**config.mk**
```make
export PLATFORM = sky130hd
export DESIGN_NAME = down_counter
export DESIGN_NICKNAME = d
export VERILOG_FILES = /design/src/rtl/down_counter.sv
export SDC_FILE = /design/constraint.sdc
export NUM_CORES = 1
export LEC_CHECK = 0
export BUFFER_PORTS_ARGS = -buffer_cell sky130_fd_sc_hd__buf_2
export CAP_MARGIN = 20
export CORE_AREA = 2 2 39 41
export DETAILED_ROUTE_END_ITERATION = 8
export DIE_AREA = 0 0 41 43
export PLACE_DENSITY = 0.59
export SYNTH_ARGS = -nofsm -noshare
export SYNTH_HDL_FRONTEND = slang
export SYNTH_SLANG_ARGS = --single-unit
export TNS_END_PERCENT = 30
```
**constraint.sdc**
```tcl
create_clock -name clk_i -period 5.28 [get_ports clk_i]
set_clock_uncertainty 0.15 [all_clocks]
set_input_delay 0.528 -clock clk_i [delete_from_list [all_inputs] [get_ports clk_i]]
set_output_delay 0.528 -clock clk_i [all_outputs]
set_load 0.02 [all_outputs]
```
**src/rtl/down_counter.sv**
```systemverilog
// rtl/down_counter.sv - loadable down counter with one-shot or auto-reload expiry
//
// Purpose: counts down from a loaded value and pulses expired_o for one cycle
// on terminal count. In one-shot mode it then returns to IDLE; in reload mode
// it reloads the last start value and keeps counting.
//
// Ports:
//   clk_i         clock, all state changes on rising edge
//   rst_ni        asynchronous active-low reset
//   start_i       load load_value_i and start (or restart) counting
//   load_value_i  start count, sampled only when start_i is accepted
//   pause_i       hold the count while COUNTING
//   abort_i       cancel counting and return to IDLE with out_o = 0
//   out_o         current count value
//   busy_o        1 while COUNTING
//   expired_o     registered one-cycle terminal-count pulse

module down_counter #(
  parameter int WIDTH  = 4,
  parameter int RELOAD = 0
) (
  input  logic             clk_i,
  input  logic             rst_ni,
  input  logic             start_i,
  input  logic [WIDTH-1:0] load_value_i,
  input  logic             pause_i,
  input  logic             abort_i,
  output logic [WIDTH-1:0] out_o,
  output logic             busy_o,
  output logic             expired_o
);

  typedef enum logic {
    IDLE     = 1'b0,
    COUNTING = 1'b1
  } state_e;

  state_e           state_q, state_d;
  logic [WIDTH-1:0] out_q, out_d;
  logic [WIDTH-1:0] reload_q, reload_d;
  logic             expired_q, expired_d;

  always_ff @(posedge clk_i or negedge rst_ni) begin
    if (!rst_ni) begin
      state_q   <= IDLE;
      out_q     <= '0;
      reload_q  <= '0;
      expired_q <= 1'b0;
    end else begin
      state_q   <= state_d;
      out_q     <= out_d;
      reload_q  <= reload_d;
      expired_q <= expired_d;
    end
  end

  // Priority: abort > start > pause > count. expired is a pulse, so it
  // defaults low and is only raised on the terminal-count edge.
  always_comb begin
    state_d   = state_q;
    out_d     = out_q;
    reload_d  = reload_q;
    expired_d = 1'b0;

    if (abort_i) begin
      out_d   = '0;
      state_d = IDLE;
    end else if (start_i) begin
      out_d    = load_value_i;
      reload_d = load_value_i;
      state_d  = COUNTING;
    end else if (state_q == COUNTING && !pause_i) begin
      if (out_q != '0) begin
        out_d = out_q - WIDTH'(1);
      end else begin
        // Terminal count: the zero value is held for one edge before expiry,
        // so the count never wraps to all-ones.
        expired_d = 1'b1;
        if (RELOAD != 0) begin
          out_d = reload_q;
        end else begin
          state_d = IDLE;
        end
      end
    end
  end

  assign out_o     = out_q;
  assign busy_o    = (state_q == COUNTING);
  assign expired_o = expired_q;

endmodule

```
=== Word level (Yosys, flattened, before mapping) ===
Cells that the tools add are included.

* Add/subtract/negate cells: 1
* Equal/unequal tests: 1
* Multiplexer cells: 12
* Reductions and logical operators: 7

{| class="wikitable"
|+ Operator list
! kind !! count
|-
| 4-bit two-way mux || 4
|-
| 1-bit two-way mux || 8
|-
| 3-bit nonzero test || 2
|-
| 2-bit AND reduction || 2
|-
| 4-bit nonzero test || 1
|-
| 4-bit by 1-bit subtractor with 4-bit output (second input constant) || 1
|-
| 3-bit inequality test (second input constant) || 1
|-
| 1-bit logical AND || 1
|-
| 1-bit zero test || 1
|}

* Register bits: 6
* Bits of input ports: 9
* Output and inout bits: 6
* Logic and storage cells: 24

=== Logic depth before layout (Yosys ltp) ===
Gate-level depths: netlist of the first run.

* Depth after elaboration: 5
* Mapped depth: 5
* Gate-level depth less buffers: 5

=== Least setup slack after synthesis of the first run ===
No wires, ideal clock.

* Kind: register to register
* Start: register out_q[0], in the netlist out_o[0]
* End: register out_q[0], in the netlist out_o[0]
* Setup time: 65 ps
* Arrival time: 1709 ps
* Required time: 5065 ps
* Path slack: 3356 ps
* Cell stages (with the launch flop): 6
* Path buffers: 0
* Period minus slack after synthesis: 1924 ps
* Path through: dfrtp_1 > inv_1 > ha_1 > or3b_2 > a2111oi_0 > a211o_1

* Longest elaborated chain between the ends: 5
* Elaborated cells between the ends (all ways): 8
* Those cells by class: add/sub (1); mux (4); reduce/logical (3)

{| class="wikitable"
|+ RTL lines
! element !! line !! RTL
|-
| start: declaration || 39 || <nowiki>logic [WIDTH-1:0] out_q, out_d;</nowiki>
|-
| start signal: assignment || 51 || <nowiki>out_q <= out_d;</nowiki>
|-
| 4-bit by 1-bit subtractor with 4-bit output || 74 || <nowiki>out_d = out_q - WIDTH'(1);</nowiki>
|-
| 4-bit two-way mux || 73 || <nowiki>if (out_q != '0) begin</nowiki>
|-
| 4-bit two-way mux || 72 || <nowiki>end else if (state_q == COUNTING && !pause_i) begin</nowiki>
|-
| 4-bit two-way mux || 68 || <nowiki>end else if (start_i) begin</nowiki>
|-
| 4-bit two-way mux || 65 || <nowiki>if (abort_i) begin</nowiki>
|}

Several ways; a longest one is shown, not always the timed one. The select of a mux whose other input is x is not followed.
A chain may end at the register's enable or synchronous reset.

=== Worst setup path after layout of the first run ===
* Start: register out_q[0], in the netlist out_o[0]
* End: register out_q[1], in the netlist out_o[1]

Same word-level chain as after synthesis.

==> impl_results.md, run 1 <==
* Vias/cell at 5.06
* Drt wl/cell at 12.6 um
* Largest cells by area after synthesis: dfrtp_1, ha_1, a2111oi_0, a211o_1, a311oi_1
* Clock Root Buffer: clkbuf_4
* Post-synth top area cell: dfrtp_1
* Hold WC Path Type: in -> reg
* Share of total power in combinational logic at 22.1%
* Worst Max-Slew Pin Slew at 0.376 ns
* DRT Pass-1 Iters at 3
* Largest net degree at the start of global routing at 10
* Tot GR Track Use at 13.9%
* CP Capture Type: register
* Initial DRC Count at 4
* Max rail drop VDD at 0.0961 mV
* Final Max Tran Viols at 0
* Initial antenna violation count at 0
* CP startpoint kind: register
* Max Cap Viol at 0
* #FFs+latches synth at 6
* Ys flop type: dfrtp_1
* CTS tree: yes
* Fin crit period at 1.96 ns
* P per Cell Area at 261 nW/um2
* CP max FO at 6
* Final Cycle Share at 37.2%
* Final setup TNS at 0 ns
* Core Region at 1380 um2
* F_max at 510 MHz
* Initial core utilization at 25.8%
* Row cnt at 14
* Leakage at 0.249 nW
* Final setup vio count at 0
* Vias in the first global route at 338
* Worst-path clk slew at 0.05 ns
* Ant. Diodes at 0
* Critical Path RT at 5.32 ns
* Slew headroom at 74.3%
* Worst hold slack at 0.334 ns
* Port bufs at 14
* Routed WL at 898 um
* Routed vias at 359
* Clock Latency Late Sink at 0.25 ns
* DPL Wire Length at 674 um
* # clock sinks at 6
* Post-synth top area share at 42.1%
* Post-cts resize count at 0
* Total net switching power at 0.0376 mW
* Sw Ratio at 30.4%
* CP Data Arrival Time at 2.00 ns
* Post-route setup slack at 3.32 ns
* Largest family of logic cells by synthesized area: simple AND/OR/NAND/NOR gates
* Compound-Gate Fraction of Synth Area at 20.4%
* Xor-xnor portion of the synthesized cell area at 0%
* First-pass GRT wire length at 1560 um
* Post CTS Setup Buffer Count at 0
* Post-Synth Adder-Cell Area at 7.02%
* RSZ-0062 raised after global routing: no
* Htree depth at 1
* Routability Congestion at 0.825
* Avg Synthesized Cell Area at 9.38 um2
* Count leader, synth: dfrtp_1
* Simple-Gate Fraction of Synth Area at 24.9%
* Syn_nets at 49
* DRT antenna net count at 0
* Internal at 0.0862 mW
* Die X at 41 um
* Die area at 1760 um2
* Post-synth top cells: dfrtp_1, inv_1, nor2_1, o21ai_0
* Chip height at 43 um
* DRC violations left at 0
* # fillers at 155
* Async S/R FF share, synth at 100%
* Synth Instances at 38
* Yosys cell types at 18
* CTS Buf Count at 3
* Final hold viol count at 0
* Total grt overflow at 0
* Setup WS pre-CTS at 3.33 ns
* Seq/Total Area, Yosys at 42.1%
* Post-layout nets at 68
* CP Class: reg -> reg
* I/O Pins at 15
* Mapped Area at 357 um2
* Status: finished clean
* Yosys warns at 0
* Clock network fraction of total power at 36.3%
* Synthesis-to-layout area growth at 33.0%
* Post-synthesis mux area share at 0%
* Sequential power share at 41.7%
* Number of synthesized flops with an enable pin at 0
* Share of cells above drive strength 1 at 32.7%
* Clock buffer depth at 2
==> area by class of cell <==
| cell class | instances | area [um2] | share of cell area [%] |
|---|---|---|---|
| sequential | 6 | 150 | 31.7 |
| multi-input combinational | 27 | 186 | 39.3 |
| clock buffer | 3 | 22.5 | 4.75 |
| timing repair buffer | 15 | 80.1 | 16.9 |
| inverter | 4 | 15.0 | 3.17 |
| tap | 16 | 20.0 | 4.22 |
==> critical path, stage by stage, from the launching register on <==
cell and delay, ns:
dfrtp_1 0.40, inv_1 0.11, ha_1 0.18, or3b_2 0.51
a2111oi_0 0.41, a211o_1 0.14
==> registers in the layout (all words and copies together) (netlist names) <==
register and count:
busy_o 1, expired_o 1, out_o 4
==> what timing repair did <==
| action | 4_1_cts | 5_1_grt |
|---|---|---|
| setup endpoints to repair | 0 | 0 |
| hold buffers | 1 | 0 |
| hold endpoints to repair | 6 | 0 |
==> path summary, 6_finish.rpt <==
kind	end	start	slack (ns)	cells past startpoint
min in group asynchronous	out_o[3]	rst_ni	0.48	2
max in group asynchronous	out_o[1]	rst_ni	4.35	2
setup reg to reg	out_o[1]	out_o[0]	3.32	5
setup / recovery	out_o[1]	out_o[0]	3.32	5
hold / removal	out_o[1]	load_value_i[1]	0.33	2
hold reg to reg	busy_o	busy_o	0.43	2
==> kinds of logic (layout without fill, tap and decap cells) <==
group | count (synthesis) | count (layout)
DFF | 6 | 6
and+or+nand+nor | 15 | 15
buffers and inverters | 5 | 22
adders and majority gates | 2 | 2
AOI/OAI and AO/OA | 10 | 10
==> layout by cell type, fill, tap and decap left out <==
| cell type | instances |
|---|---|
| ha_1 | 2 |
| nor2b_1 | 2 |
| a311oi_1 | 2 |
| a21oi_1 | 1 |
| nor3_1 | 2 |
| a211o_1 | 2 |
| nand2b_1 | 1 |
| nor4_1 | 1 |
| buf_2 | 14 |
| or3b_2 | 1 |
| dfrtp_1 | 6 |
| or4_1 | 2 |
| a2111oi_0 | 2 |
| clkbuf_4 | 3 |
| dlygate4sd3_1 | 1 |
| o21ai_0 | 3 |
| inv_1 | 4 |
| or3_1 | 1 |
| and3_1 | 2 |
| nor2_1 | 3 |
==> routing by layer <==
metal	track usage, %	vias up	routed length (um)
met5	0	-	0
met4	4.00	0	8
met3	9.42	2	83
met2	16.9	14	396
met1	19.5	164	409
li1	-	179	-
==> power by group through the flow <==
stage / logic (mW) / registers, mW / clock network (mW)
after floorplan: 0.0129 / 0.0556 / 0
after global placement: 0.0265 / 0.0522 / 0
after detailed placement: 0.0268 / 0.0523 / 0
after CTS: 0.0275 / 0.0516 / 0.0472
after global routing: 0.0316 / 0.0522 / 0.0512
final: 0.0273 / 0.0516 / 0.0449
==> through the flow <==
stage	cells	power, mW	utilization (%)	area (um2)
finish	71	0.124	34.3	474
global route	71	0.135	34.3	474
CTS	71	0.126	34.3	474
detailed placement	67	0.0792	31.9	442
global placement	67	0.0787	31.9	442
floorplan	38	0.0685	-	357
Power figures use the tool's default switching activity.
==> run 2, diff against run 1 <==
PLACE_DENSITY = 0.61   (was 0.59)
clock period = 1.8 ns   (was 5.28 ns; I/O delays follow)
==> run 2 against run 1 <==
The run now ends with negative setup slack left. Fmax up 8.9%. Via count rose by 4.5%. Worst hold slack got worse by 0.27 ns. Wire length up 2.8%.
==> impl_results.md, run 2 (synthesis results as in run 1) <==
* CP max FO at 6
* Max Cap Viol at 0
* CP Class: reg -> reg
* Core Region at 1380 um2
* Final Max Tran Viols at 0
* # fillers at 150
* Initial antenna violation count at 0
* Row cnt at 14
* Port bufs at 14
* Die area at 1760 um2
* Largest net degree at the start of global routing at 10
* Vias in the first global route at 329
* Htree depth at 1
* Final setup vio count at 1
* I/O Pins at 15
* Vias/cell at 5.07
* Final hold viol count at 0
* Final setup TNS at -0.000394 ns
* Slew headroom at 76.8%
* Share of cells above drive strength 1 at 46.6%
* Post-layout nets at 70
* P per Cell Area at 733 nW/um2
* Post CTS Setup Buffer Count at 0
* Max rail drop VDD at 0.435 mV
* Die X at 41 um
* Status: finished with violations
* Post-route setup slack at -0.000394 ns
* DRC violations left at 0
* CTS Buf Count at 3
* # clock sinks at 6
* Synthesis-to-layout area growth at 48.8%
* Clock Latency Late Sink at 0.25 ns
* Fin crit period at 1.80 ns
* Total grt overflow at 0
* Crit-path cells: inv_2 > ha_2 > or3b_4 > and3_1 > a211o_1
* First-pass GRT wire length at 1500 um
* Clock buffer depth at 2
* F_max at 555 MHz
* CP startpoint kind: register
* Setup WS pre-CTS at 0.00101 ns
* RSZ-0062 raised after global routing: yes
* CP Data Arrival Time at 1.79 ns
* Worst Max-Slew Pin Slew at 0.348 ns
* Most common cell after layout, fill and taps aside: buf_2
* Commonest non-fill, non-tap cells in the layout: buf_2, dfrtp_1
* Ant. Diodes at 0
* Initial core utilization at 25.8%
* Routed vias at 375
* CTS tree: yes
* Routed WL at 923 um
* DRT Pass-1 Iters at 4
* Drt wl/cell at 12.5 um
* Failing checks: negative setup slack
* Clock Root Buffer: clkbuf_4
* Routability Congestion at 0.841
* Hold WC Path Type: in -> reg
* Leakage at 0.258 nW
* Worst-path clk slew at 0.06 ns
* DRT antenna net count at 0
* Chip height at 43 um
* DPL Wire Length at 690 um
* Critical-path top delay cell: dfrtp_2
* CP Capture Type: register
* Tot GR Track Use at 12.9%
* Final Cycle Share at 100%
* Initial DRC Count at 2
* Max reg flops at 4
* Critical Path RT at 1.79 ns
* Slowest cell delay on critical path at 0.43 ns
-- run 2: report_power, final --
part	switching [mW]	internal (mW)	total (mW)	leakage (nW)
combinational	0.0532	0.0413	0.0944	0.167
sequential	0.00884	0.144	0.153	0.0760
clock	0.0567	0.0845	0.141	0.0150
-- run 2: area by class of cell --
cell class                      instances  area [um2]  share of cell area [%]
Multi-Input combinational cell         27         216                    40.8
Sequential cell                         6         153                    28.8
Timing Repair Buffer                   17         100                    18.9
Clock buffer                            4        26.3                    4.95
Tap cell                               16        20.0                    3.77
Inverter                                4        15.0                    2.83
-- run 2: per-stage QoR --
step                      hold slack [ns]  instances  total power [mW]  instance area (um2)  utilization, %
after CTS                          0.0534         74             0.392                  515            37.3
after global routing               0.0638         74             0.415                  531            38.3
after global placement             -0.138         67             0.239                  459            33.2
after floorplan                    -0.266         38             0.209                  374               -
final                              0.0592         74             0.389                  531            38.3
after detailed placement           -0.136         67             0.241                  459            33.2
-- run 2: worst max-delay path: cells and delay by family, from the launching register on --
kind | cells | cell delay [ns]
buffers and inverters | 1 | 0.09
flip-flops | 1 | 0.43
adder cells (fa/ha/maj) | 1 | 0.18
AND/OR/NAND/NOR | 2 | 0.58
AO/OA/AOI/OAI | 1 | 0.26
-- run 2: worst paths after layout --
kind                       startpoint         to  slack (ns)  cells past startpoint
setup reg to reg             out_o[0]   out_o[0]     -0.0004                      5
min in group asynchronous      rst_ni  expired_o        0.13                      2
hold / removal                start_i  expired_o        0.06                      2
max in group asynchronous      rst_ni   out_o[0]        1.21                      2
hold reg to reg                busy_o     busy_o        0.43                      2
setup / recovery             out_o[0]   out_o[0]     -0.0004                      5
-- run 2: per-layer routing --
| layer | GRT usage [%] | routed length (um) | vias to the layer above |
|---|---|---|---|
| met5 | 0 | 0 | - |
| met4 | 2.00 | 0 | 0 |
| met3 | 7.85 | 86 | 0 |
| met2 | 17.2 | 446 | 14 |
| met1 | 17.8 | 390 | 175 |
| li1 | - | - | 186 |
-- run 2: what timing repair did --
| action | 4_1_cts | 5_1_grt |
|---|---|---|
| resized for setup | 1 | 3 |
| pin swaps | 1 | 0 |
| hold buffers | 3 | 0 |
| endpoints found under the setup margin | 2 | 4 |
| endpoints found under the hold margin | 8 | 0 |
| gates cloned | 0 | 0 |
